==> src/rtl/wb_host_pkg.sv <==
// Purpose: shared constants and FSM state type for the Wishbone host master.
// Latency: n/a (declarations only).
// Backpressure: n/a.
package wb_host_pkg;

  localparam int WB_ADR_W       = 16;
  localparam int WB_DAT_W       = 8;
  localparam int WB_TIMEOUT_DEF = 255;

  typedef enum logic [1:0] {
    IDLE = 2'd0,
    BUS  = 2'd1,
    RSP  = 2'd2
  } wb_state_e;

  // Width of a counter that must be able to hold the value 'limit'.
  function automatic int ctr_width(input int limit);
    return $clog2(limit + 1);
  endfunction

endpackage

==> src/rtl/wb_host_master_if.sv <==
// Purpose: groups the command, response and Wishbone signals of the host master.
// Latency: n/a (wiring only).
// Backpressure: cmd_valid/ready and rsp_valid/ready handshakes; Wishbone cyc/ack.
// Ports: master modport is the wb_host_master view (suffix _i = into the master,
//        _o = out of it); slave modport is the mirror seen by host and register file.
interface wb_host_master_if #(
  parameter int ADR_W = 16,
  parameter int DAT_W = 8
);
  // command stream
  logic             cmd_valid_i;
  logic             cmd_ready_o;
  logic             cmd_we_i;
  logic [ADR_W-1:0] cmd_adr_i;
  logic [DAT_W-1:0] cmd_dat_i;
  // response stream
  logic             rsp_valid_o;
  logic             rsp_ready_i;
  logic [DAT_W-1:0] rsp_dat_o;
  logic             rsp_err_o;
  // Wishbone classic bus
  logic             cyc_o;
  logic             stb_o;
  logic [ADR_W-1:0] adr_o;
  logic             we_o;
  logic             sel_o;
  logic [DAT_W-1:0] dat_o;
  logic [DAT_W-1:0] dat_i;
  logic             ack_i;

  modport master (
    input  cmd_valid_i, cmd_we_i, cmd_adr_i, cmd_dat_i, rsp_ready_i, dat_i, ack_i,
    output cmd_ready_o, rsp_valid_o, rsp_dat_o, rsp_err_o,
    output cyc_o, stb_o, adr_o, we_o, sel_o, dat_o
  );

  modport slave (
    output cmd_valid_i, cmd_we_i, cmd_adr_i, cmd_dat_i, rsp_ready_i, dat_i, ack_i,
    input  cmd_ready_o, rsp_valid_o, rsp_dat_o, rsp_err_o,
    input  cyc_o, stb_o, adr_o, we_o, sel_o, dat_o
  );

endinterface

==> src/rtl/wb_timeout_ctr.sv <==
// Purpose: saturating cycle counter that flags the last allowed bus cycle.
// Latency: count updates one edge after i_en; o_expired is a decode of the count.
// Backpressure: none; i_clr has priority over i_en.
// Ports: clk_i/rst_i clock and sync reset, i_clr zero the count, i_en count one
//        cycle, o_expired high while the count is at TIMEOUT-1 or above.
module wb_timeout_ctr
  import wb_host_pkg::*;
#(
  parameter int TIMEOUT = WB_TIMEOUT_DEF
) (
  input  logic clk_i,
  input  logic rst_i,
  input  logic i_clr,
  input  logic i_en,
  output logic o_expired
);

  localparam int            CW     = ctr_width(TIMEOUT);
  localparam logic [CW-1:0] C_MAX  = CW'(TIMEOUT);
  localparam logic [CW-1:0] C_LAST = CW'(TIMEOUT - 1);

  logic [CW-1:0] r_cnt;

  always_ff @(posedge clk_i) begin
    if (rst_i || i_clr) begin
      r_cnt <= '0;
    end else if (i_en && (r_cnt != C_MAX)) begin
      r_cnt <= r_cnt + CW'(1);
    end
  end

  // The count holds the number of un-acked cycles already completed, so the
  // cycle seen with TIMEOUT-1 is the TIMEOUT-th and final one.
  assign o_expired = (r_cnt >= C_LAST);

endmodule

==> src/rtl/wb_host_master.sv <==
// Purpose: turns each command into one single-beat Wishbone classic read/write and one response.
// Latency: cyc_o one cycle after accept; response one cycle after ack, or after TIMEOUT bus cycles.
// Backpressure: cmd_ready_o low from accept until the response is taken; response held until rsp_ready_i.
// Ports: clk_i clock, rst_i sync active-high reset, wb master modport carrying the
//        command stream, response stream and Wishbone initiator signals.
module wb_host_master
  import wb_host_pkg::*;
#(
  parameter int ADR_W   = WB_ADR_W,
  parameter int DAT_W   = WB_DAT_W,
  parameter int TIMEOUT = WB_TIMEOUT_DEF
) (
  input  logic                clk_i,
  input  logic                rst_i,
  wb_host_master_if.master    wb
);

  wb_state_e        r_state, w_state;
  logic             r_cmd_ready, w_cmd_ready;
  logic             r_cyc, w_cyc;
  logic             r_we, w_we;
  logic [ADR_W-1:0] r_adr, w_adr;
  logic [DAT_W-1:0] r_dat, w_dat;
  logic             r_rsp_valid, w_rsp_valid;
  logic             r_rsp_err, w_rsp_err;
  logic [DAT_W-1:0] r_rsp_dat, w_rsp_dat;
  logic             w_ctr_clr, w_ctr_en, w_expired;

  wb_timeout_ctr #(.TIMEOUT(TIMEOUT)) u_timeout (
    .clk_i    (clk_i),
    .rst_i    (rst_i),
    .i_clr    (w_ctr_clr),
    .i_en     (w_ctr_en),
    .o_expired(w_expired)
  );

  always_ff @(posedge clk_i) begin
    if (rst_i) begin
      r_state     <= IDLE;
      r_cmd_ready <= 1'b1;
      r_cyc       <= 1'b0;
      r_we        <= 1'b0;
      r_adr       <= '0;
      r_dat       <= '0;
      r_rsp_valid <= 1'b0;
      r_rsp_err   <= 1'b0;
      r_rsp_dat   <= '0;
    end else begin
      r_state     <= w_state;
      r_cmd_ready <= w_cmd_ready;
      r_cyc       <= w_cyc;
      r_we        <= w_we;
      r_adr       <= w_adr;
      r_dat       <= w_dat;
      r_rsp_valid <= w_rsp_valid;
      r_rsp_err   <= w_rsp_err;
      r_rsp_dat   <= w_rsp_dat;
    end
  end

  always_comb begin
    w_state     = r_state;
    w_cmd_ready = r_cmd_ready;
    w_cyc       = r_cyc;
    w_we        = r_we;
    w_adr       = r_adr;
    w_dat       = r_dat;
    w_rsp_valid = r_rsp_valid;
    w_rsp_err   = r_rsp_err;
    w_rsp_dat   = r_rsp_dat;
    w_ctr_clr   = 1'b0;
    w_ctr_en    = 1'b0;

    unique case (r_state)
      IDLE: begin
        if (wb.cmd_valid_i && r_cmd_ready) begin
          w_state     = BUS;
          w_cmd_ready = 1'b0;
          w_cyc       = 1'b1;
          w_we        = wb.cmd_we_i;
          w_adr       = wb.cmd_adr_i;
          w_dat       = wb.cmd_dat_i;
          w_ctr_clr   = 1'b1;
        end
      end
      BUS: begin
        // Ack is tested first so an ack in the final allowed cycle still succeeds.
        if (wb.ack_i) begin
          w_state     = RSP;
          w_cyc       = 1'b0;
          w_rsp_valid = 1'b1;
          w_rsp_err   = 1'b0;
          w_rsp_dat   = r_we ? '0 : wb.dat_i;
        end else if (w_expired) begin
          w_state     = RSP;
          w_cyc       = 1'b0;
          w_rsp_valid = 1'b1;
          w_rsp_err   = 1'b1;
          w_rsp_dat   = '0;
        end else begin
          w_ctr_en = 1'b1;
        end
      end
      RSP: begin
        // ack_i is deliberately not looked at here: a late ack must not matter.
        if (wb.rsp_ready_i) begin
          w_state     = IDLE;
          w_rsp_valid = 1'b0;
          w_cmd_ready = 1'b1;
        end
      end
      default: begin
        w_state = IDLE;
      end
    endcase
  end

  assign wb.cmd_ready_o = r_cmd_ready;
  assign wb.cyc_o       = r_cyc;
  assign wb.stb_o       = r_cyc;
  assign wb.sel_o       = r_cyc;
  assign wb.we_o        = r_we;
  assign wb.adr_o       = r_adr;
  assign wb.dat_o       = r_dat;
  assign wb.rsp_valid_o = r_rsp_valid;
  assign wb.rsp_err_o   = r_rsp_err;
  assign wb.rsp_dat_o   = r_rsp_dat;

endmodule

==> src/flat_wrapper.sv <==
// flat-port wrapper written by rule: the top's interface ports become plain ports
module wb_host_master_flat import wb_host_pkg::*;
#(
  parameter int ADR_W   = WB_ADR_W,
  parameter int DAT_W   = WB_DAT_W,
  parameter int TIMEOUT = WB_TIMEOUT_DEF
)
  (clk_i, rst_i, wb_cmd_valid_i, wb_cmd_we_i, wb_cmd_adr_i, wb_cmd_dat_i, wb_rsp_ready_i, wb_dat_i, wb_ack_i, wb_cmd_ready_o, wb_rsp_valid_o, wb_rsp_dat_o, wb_rsp_err_o, wb_cyc_o, wb_stb_o, wb_adr_o, wb_we_o, wb_sel_o, wb_dat_o);
  wb_host_master_if #(.ADR_W(ADR_W), .DAT_W(DAT_W)) wb_i ();
  input  logic clk_i;
  input  logic rst_i;
  input wire logic [$bits(wb_i.cmd_valid_i)-1:0] wb_cmd_valid_i;
  input wire logic [$bits(wb_i.cmd_we_i)-1:0] wb_cmd_we_i;
  input wire logic [$bits(wb_i.cmd_adr_i)-1:0] wb_cmd_adr_i;
  input wire logic [$bits(wb_i.cmd_dat_i)-1:0] wb_cmd_dat_i;
  input wire logic [$bits(wb_i.rsp_ready_i)-1:0] wb_rsp_ready_i;
  input wire logic [$bits(wb_i.dat_i)-1:0] wb_dat_i;
  input wire logic [$bits(wb_i.ack_i)-1:0] wb_ack_i;
  output wire logic [$bits(wb_i.cmd_ready_o)-1:0] wb_cmd_ready_o;
  output wire logic [$bits(wb_i.rsp_valid_o)-1:0] wb_rsp_valid_o;
  output wire logic [$bits(wb_i.rsp_dat_o)-1:0] wb_rsp_dat_o;
  output wire logic [$bits(wb_i.rsp_err_o)-1:0] wb_rsp_err_o;
  output wire logic [$bits(wb_i.cyc_o)-1:0] wb_cyc_o;
  output wire logic [$bits(wb_i.stb_o)-1:0] wb_stb_o;
  output wire logic [$bits(wb_i.adr_o)-1:0] wb_adr_o;
  output wire logic [$bits(wb_i.we_o)-1:0] wb_we_o;
  output wire logic [$bits(wb_i.sel_o)-1:0] wb_sel_o;
  output wire logic [$bits(wb_i.dat_o)-1:0] wb_dat_o;
  assign wb_i.cmd_valid_i = wb_cmd_valid_i;
  assign wb_i.cmd_we_i = wb_cmd_we_i;
  assign wb_i.cmd_adr_i = wb_cmd_adr_i;
  assign wb_i.cmd_dat_i = wb_cmd_dat_i;
  assign wb_i.rsp_ready_i = wb_rsp_ready_i;
  assign wb_i.dat_i = wb_dat_i;
  assign wb_i.ack_i = wb_ack_i;
  assign wb_cmd_ready_o = wb_i.cmd_ready_o;
  assign wb_rsp_valid_o = wb_i.rsp_valid_o;
  assign wb_rsp_dat_o = wb_i.rsp_dat_o;
  assign wb_rsp_err_o = wb_i.rsp_err_o;
  assign wb_cyc_o = wb_i.cyc_o;
  assign wb_stb_o = wb_i.stb_o;
  assign wb_adr_o = wb_i.adr_o;
  assign wb_we_o = wb_i.we_o;
  assign wb_sel_o = wb_i.sel_o;
  assign wb_dat_o = wb_i.dat_o;
  wb_host_master #(.ADR_W(ADR_W), .DAT_W(DAT_W), .TIMEOUT(TIMEOUT)) u_core (.clk_i(clk_i), .rst_i(rst_i), .wb(wb_i));
endmodule
==> config.mk <==
export PLATFORM = sky130hd
export DESIGN_NAME = wb_host_master_flat
export DESIGN_NICKNAME = d
export VERILOG_FILES = /design/src/rtl/wb_host_pkg.sv /design/src/rtl/wb_host_master_if.sv /design/src/rtl/wb_timeout_ctr.sv /design/src/rtl/wb_host_master.sv /design/src/flat_wrapper.sv
export SDC_FILE = /design/constraint.sdc
export NUM_CORES = 1
export LEC_CHECK = 0
export CAP_MARGIN = 20
export CORE_MARGIN = 4
export CORE_UTILIZATION = 47
export DETAILED_ROUTE_END_ITERATION = 16
export GPL_ROUTABILITY_DRIVEN = 1
export PLACE_DENSITY = 0.87
export RECOVER_POWER = 50
export SETUP_SLACK_MARGIN = 0.1
export SKIP_LAST_GASP = 1
export SLEW_MARGIN = 40
export SYNTH_ARGS = -nofsm -noshare
export SYNTH_HDL_FRONTEND = slang
export SYNTH_SLANG_ARGS = --single-unit
==> constraint.sdc <==
create_clock -name clk_i -period 2.3 [get_ports clk_i]
set_input_delay 0.46 -clock clk_i [delete_from_list [all_inputs] [get_ports clk_i]]
set_output_delay 0.46 -clock clk_i [all_outputs]
set_load 0.01 [all_outputs]
* Word-level counts from Yosys, hierarchy flattened
Cells that the tools add are included.
Word-level totals: flip-flop bits (word level) 47, input port bits 38, output and inout bits 39
Operators by class: add/subtract/negate cells 1, magnitude comparators 1, equal/unequal tests 6, multiplexer cells 25, reductions and logical operators 14
Operators with widths (count):
- 8-bit two-way mux | 3
- 1-bit two-way mux | 14
- 3-bit AND reduction | 4
- 8-bit by 1-bit adder with 8-bit output (second input constant) | 1
- 8-bit greater-or-equal comparator (second input constant) | 1
- 2-bit two-way mux | 4
- 8-bit != test (second input constant) | 1
- 2-bit nonzero test | 4
- 1-bit one-hot mux with 2 select lines | 3
- 2-bit one-hot mux with 3 select lines | 1
- 2-bit AND reduction | 2
- 3-bit != test (second input constant) | 1
- 2-bit by 1-bit equality test with 1-bit output (second input constant) | 1
- 2-bit equality test (second input constant) | 1
- 1-bit logical AND | 2
- 2-bit logical NOT | 1
- 2-bit by 1-bit != test with 1-bit output (second input constant) | 1
- 2-bit != test (second input constant) | 1
- 1-bit logical OR | 1

* Logic depth before layout (Yosys ltp)
Gate-level depths: netlist of the first run.
depth in word-level cells 5, depth in mapped cells 6

* Modules after synthesis
From an unflattened synthesis of the first run, not the netlist that was laid out.
Unflattened totals: cells, all modules 222, area total of the unflattened synthesis 1964.4 um2
Modules (own cells, without submodules):
- wb_host_master | instances 1, cells an instance 174, area an instance 1522.7 um2
- wb_timeout_ctr | instances 1, cells an instance 48, area an instance 441.7 um2

* Worst setup path before layout of the first run
No wires, ideal clock.
path kind register to register, start point register u_core.u_timeout.r_cnt[1], end point register u_core.u_timeout.r_cnt[0], setup time 0.121 ns, arrival time 1.257 ns, setup slack 0.921 ns, stages on the path, launching flop included 5, path buffers 0, cells stage by stage dfxtp_1 -> ha_1 -> nor3_1 -> o31a_1 -> mux2_4
Between the ends: cells in the longest elaborated chain, start to end 5
Ends and longest elaborated chain:
- start, declared | line wb_timeout_ctr.sv:22 | logic [CW-1:0] r_cnt;
- start signal, assigned | line wb_timeout_ctr.sv:28 | r_cnt <= r_cnt + CW'(1);
- 8-bit greater-or-equal comparator | line wb_timeout_ctr.sv:34 | assign o_expired = (r_cnt >= C_LAST);
- 1-bit two-way mux | line wb_host_master.sv:94 | end else if (w_expired) begin
- 1-bit two-way mux | line wb_host_master.sv:88 | if (wb.ack_i) begin
- 1-bit two-way mux | line wb_host_master.sv:74 | unique case (r_state)
- 1-bit logical AND * | line wb_timeout_ctr.sv:27 | end else if (i_en && (r_cnt != C_MAX)) begin
Mark *: on every way between the ends. The rest lies on a longest branch, timed or not. A chain may end at the register's enable or synchronous reset.

==> results of run 1 <==
-- metrics by stage --
| step | instance area (um^2) | hold slack (ns) |
|---|---|---|
| 2_1_floorplan | 2013 | 0.4805 |
| 3_3_place_gp | 2788 | 0.4405 |
| 3_5_place_dp | 2788 | 0.4455 |
| 4_1_cts | 2920 | 0.4577 |
| 5_1_grt | 2904 | 0.4786 |
| 6_report | 2904 | 0.4519 |
-- registers in the layout (all words and copies together), names as in the netlist --
signal and cells:
u_core.wb.adr_o 16, u_core.u_timeout.r_cnt 8, u_core.wb.dat_o 8, u_core.wb.rsp_dat_o 8
u_core.r_state 2, u_core.wb.cmd_ready_o 1, u_core.wb.cyc_o 1, u_core.wb.rsp_err_o 1
u_core.wb.rsp_valid_o 1, u_core.wb.we_o 1
-- layout by cell type, fill, tap and decap left out, types with 3 or more instances in the layout --
cell type | Yosys | final
nand2_1 | 52 | 52
clkdlybuf4s50_1 | 0 | 47
dfxtp_1 | 47 | 47
a21oi_1 | 29 | 29
dlygate4sd3_1 | 0 | 29
nor2b_1 | 8 | 8
a32o_1 | 8 | 8
a21o_1 | 8 | 8
inv_1 | 5 | 5
nor3_1 | 5 | 5
clkbuf_8 | 0 | 5
nor2_1 | 4 | 4
nand3_1 | 4 | 4
o21ai_0 | 4 | 4
buf_4 | 7 | 4
nand2b_1 | 3 | 3
nand4_1 | 3 | 3
-- worst max-delay path, stage by stage --
cell	delay [ns]
dlygate4sd3_1	0.74
clkbuf_1	0.39
nor2b_1	0.12
a32o_1	0.23
a21o_1	0.15
-- cells by family after synthesis --
kind of cell	synth area share
and+or+nand+nor	0.2356
AOI/OAI and AO/OA	0.2113
DFF	0.4674
buffers and inverters	0.05594
muxes	0.01740
adders and majority gates	0.01243
-- layout make-up --
class | instances | area, um^2
flip-flops and latches | 47 | 940.9
inverters | 5 | 18.77
clock buffers | 6 | 72.57
multi-input cells | 162 | 949.7
repair buffers | 82 | 799.5
clock inverters | 2 | 60.06
well taps | 50 | 62.56
fillers | 305 | 1154
-- path summary, 6_finish.rpt --
kind | start | end | slack [ns] | cells past startpoint
worst min register to register | u_core.wb.dat_o[1] | u_core.wb.dat_o[1] | 0.45 | 2
worst min-delay path | u_core.wb.dat_o[1] | u_core.wb.dat_o[1] | 0.45 | 2
worst max-delay path | rst_i | u_core.wb.rsp_dat_o[7] | 0.38 | 5
worst max register to register | u_core.u_timeout.r_cnt[0] | u_core.r_state[1] | 0.65 | 5
-- per-layer routing --
layer | GRT usage | up-vias | routed length (um)
met2 | 0.3238 | 58 | 2600
met4 | 0.05634 | 0 | 78
met5 | 0 | - | 0
met3 | 0.07524 | 8 | 383
li1 | - | 956 | -
met1 | 0.2420 | 878 | 2145
-- power by group --
group          switching, mW  internal [mW]
logic                  0.157          0.179
registers             0.0285          0.862
clock network          0.269          0.434
total                  0.455           1.48
==> impl_metrics.tcl, run 1 <==
set metrics [dict create \
    status "finished, final reports clean" \
    dr.first_iter.drc_count 125 \
    syn_nets 270 \
    grt_usage 0.1980 \
    timing.final.crit_period_ns 1.917 \
    synth.most_common_cell "nand2_1" \
    fp.dieW_um 73.45 \
    synth_edf_count 0 \
    cp-end-kind "flip-flop" \
    drv_slew 0 \
    initial_core_util 0.4961 \
    power_density_mw_per_mm2 664.6 \
    layout_setup_ws_ns 0.3834 \
    areaGrowthSynthToFinish_pct 44.25 \
    rows 23 \
    maxSlewHeadroom 0.6529 \
    synth_top_area_cell "dfxtp_1" \
    n_antenna_cell 0 \
    placed_cells 346 \
    vias 1900 \
    setup-violations-final 0 \
    ir_drop_uv 505.4 \
    portBuffers 76 \
    wl_per_cell_um 14.71 \
    yosysSeqAreaShare 0.4674 \
    ys_top_cells_by_count "52 x nand2_1, 47 x dfxtp_1, 29 x a21oi_1" \
    synth.area.top_cells "dfxtp_1 47%, nand2_1 9.7%, a21oi_1 7.2%, a32o_1 4.0%, a21o_1 3.0%" \
    syn_avg_cell_area_um2 8.753 \
    cp.arrival_ns 2.11 \
    synth_top_area_frac 0.4674 \
    max_slew.worst_pin.slew_ns 0.5188 \
    ys_ff_latch 47 \
    yosysUniqueCellTypes 44 \
    cts_made_buffers 5 \
    clock_path_buffers 2 \
    post-route-drc-count 0 \
    synthFlopType "dfxtp_1" \
    grt_max_degree 26 \
    die_y_um 73.45 \
    setup_tns_ns 0 \
    clock_latency_ns 0.30 \
    grt_overflow 0 \
    cts_sinks 47 \
    cts-root-buf "clkbuf_8" \
    fmax_mhz 521.7 \
    drv_cap 0 \
    tritoncts "done" \
    vias_per_cell 5.367 \
    rsz0062_at_grt "false" \
    ys.warnings.count 0 \
    async_flop_share 0 \
    cts.htree.levels 2 \
    antenna_found_initial 0 \
    path_clk_slew_ns 0.08 \
    die-area_mm2 0.005394 \
    critPathKind "primary input to flip-flop" \
    routabilityCongestion 0.8209 \
    finalHoldViolations 0 \
    dp_worst_setup_slack_ns 0.3277 \
    core-area_mm2 0.004058 \
    fin_skew_ns 0.004787 \
    fin_util 0.7157 \
    grt_pass1_vias 1885 \
    crit_path_start_kind "primary input" \
    cp_max_fo 10 \
    hp-class "flip-flop to flip-flop" \
    required_ns 2.49 \
    grt_pass1_wl_um 8500 \
    power_leakage_nw 1.217 \
    ant_nets 0 \
    nNetsFinal 343 \
    synthesis.area_mm2 0.002013 \
    power_mw 1.930 \
    cts_hold_buf 0 \
    drt_wl_total_um 5208 \
    postSynthCellCount 230 \
    fin_cells 354 \
    postCtsSetupBuffers 0 \
    finalCritPeriodShare 0.8333 \
    drt-pass1-iter-count 4 \
    ctsResizeCount 0 \
    drive_gt1_frac 0.05921 \
    dp_hpwl_um 3684 \
    io_pins 77 \
]
No activity file was read; power rests on OpenSTA's default activity.
==> run 2, diff against run 1 <==
- CORE_UTILIZATION: 47 -> 39
- PLACE_DENSITY: 0.87 -> 0.77
- clock period: 2.3 -> 1.7 ns (I/O delays scaled with it)
==> run 2 against run 1 <==
Net effect:
- die area rose by 18%
- non-clock buffer count rose by 3
- worst hold slack improved by 0.0041 ns
- clock-buffer cell count fell by 1
- sequential cell count did not move
- utilization fell by 11 points
- sequential power rose by 36%
- worst setup slack got worse by 0.26 ns
- critical endpoint is now wb_rsp_dat_o[4]
- largest power group unchanged
- highest routed layer unchanged
==> impl_metrics.tcl, run 2 (synthesized netlist as in run 1, its figures left out) <==
set metrics [dict create \
    fp.dieW_um 79.85 \
    vias_per_cell 5.075 \
    dp_hpwl_um 3695 \
    fin_skew_ns 0.007862 \
    cp_max_fo 2 \
    maxSlewHeadroom 0.6304 \
    postCtsSetupBuffers 0 \
    core-area_mm2 0.004848 \
    critPathKind "flip-flop to primary output" \
    slowest_stage "dlygate4sd3_1" \
    finalCritPeriodShare 0.9286 \
    layout_commonest_cell "clkdlybuf4s50_1" \
    drt_wl_total_um 5180 \
    worstPathCellList "dlygate4sd3_1" \
    worst-path-buf-inv 1 \
    drive_gt1_frac 0.08824 \
    largest_reg_flops 16 \
    antenna_found_initial 0 \
    cts_sinks 47 \
    finalHoldViolations 0 \
    place_area_mm2 0.002856 \
    hp-class "flip-flop to flip-flop" \
    cts_made_buffers 5 \
    final_area_mm2 0.002948 \
    io_pins 77 \
    die-area_mm2 0.006375 \
    rsz0062_at_grt "true" \
    power_mw 2.351 \
    critPathMaxStageDelay_ns 0.61 \
    drv_cap 0 \
    cp-end-kind "primary output" \
    tritoncts "done" \
    rows 25 \
    nNetsFinal 346 \
    portBuffers 76 \
    ant_nets 0 \
    required_ns 1.36 \
    cts.htree.levels 2 \
    timing.final.crit_period_ns 1.579 \
    crit_path_start_kind "flip-flop" \
    cp.arrival_ns 1.24 \
    power_density_mw_per_mm2 797.4 \
    grt_max_degree 29 \
    grt_pass1_wl_um 8459 \
    r2r_slack_ns 0.20 \
    fmax_mhz 633.5 \
    grt_usage 0.1679 \
    dr.first_iter.drc_count 123 \
    die_y_um 79.85 \
    grt_overflow 0 \
    initial_core_util 0.4152 \
    routabilityCongestion 0.8102 \
    fill_cells 427 \
    drv_slew 0 \
    drt-pass1-iter-count 4 \
    areaGrowthSynthToFinish_pct 46.43 \
    post-route-drc-count 0 \
    cts_hold_buf 0 \
    vias 1893 \
    status "finished, final reports clean" \
    path_clk_slew_ns 0.09 \
    wl_per_cell_um 13.89 \
    clock_path_buffers 2 \
    cts-root-buf "clkbuf_8" \
    grt_pass1_vias 1825 \
    timing.hold.ws_ns 0.4559 \
    clock_latency_ns 0.30 \
    n_antenna_cell 0 \
    setup-violations-final 0 \
    power_leakage_nw 1.148 \
    critical-path-top-delay-family "buffers and inverters" \
    ir_drop_uv 422.4 \
    max_slew.worst_pin.slew_ns 0.5524 \
    final_cell_mix "68 x clkdlybuf4s50_1, 52 x nand2_1, 46 x dfxtp_1" \
]
==> run 2: changes by cell type in the layout (fill, tap and decap cells not counted), sizes merged <==
cell,change
dlygate4sd3,-24
clkdlybuf4s50,+21
buf,+5
clkbuf,-3
bufinv,-2
clkdlybuf4s25,+2
clkinv,+2
dlygate4sd2,+1
==> run 2: power by group <==
part / internal (mW) / total, mW / leakage (nW) / switching [mW]
clock network: 0.282 / 0.652 / 0.0440 / 0.371
registers: 1.17 / 1.21 / 0.384 / 0.0420
logic: 0.275 / 0.489 / 0.721 / 0.214
total: 1.72 / 2.35 / 1.15 / 0.627
==> run 2: cell type report <==
| type | count | area [um^2] | share of cell area |
|---|---|---|---|
| clock buffer | 5 | 68.82 | 0.02334 |
| clock inverter | 2 | 13.76 | 0.004669 |
| inverter | 5 | 18.77 | 0.006367 |
| multi-input combinational | 162 | 968.4 | 0.3285 |
| sequential | 47 | 942.2 | 0.3196 |
| tap | 67 | 83.83 | 0.02844 |
| timing repair buffer | 85 | 852.1 | 0.2890 |
==> run 2: what timing repair did <==
action	4_1_cts	5_1_grt
setup endpoints to repair	1	9
cloned	0	0
gates resized for setup	1	5
==> run 2: path summary, 6_finish.rpt <==
check	endpoint	cells after the start	startpoint
setup reg to reg	u_core.wb.cyc_o	5	u_core.u_timeout.r_cnt[0]
hold / removal	u_core.wb.adr_o[1]	2	u_core.wb.adr_o[1]
hold reg to reg	u_core.wb.adr_o[1]	2	u_core.wb.adr_o[1]
setup / recovery	wb_rsp_dat_o[4]	1	u_core.wb.rsp_dat_o[4]
==> run 2: layer usage <==
metal,part of all wire,GRT usage,vias to the layer above
li1,-,-,954
met1,0.44,0.2025,872
met3,0.062,0.05418,12
met2,0.47,0.2788,55
met4,0.025,0.06081,0
met5,0,0,-
==> run 2: metrics by stage <==
step,instances,setup WS (ns),setup TNS (ns),utilization
2_1_floorplan,230,0.3213,0,-
3_3_place_gp,366,0.01705,0,0.5892
3_5_place_dp,366,-0.05669,-0.3839,0.5892
4_1_cts,373,0.1038,0,0.6059
5_1_grt,373,0.05326,0,0.6080
6_report,373,0.1214,0,0.6080
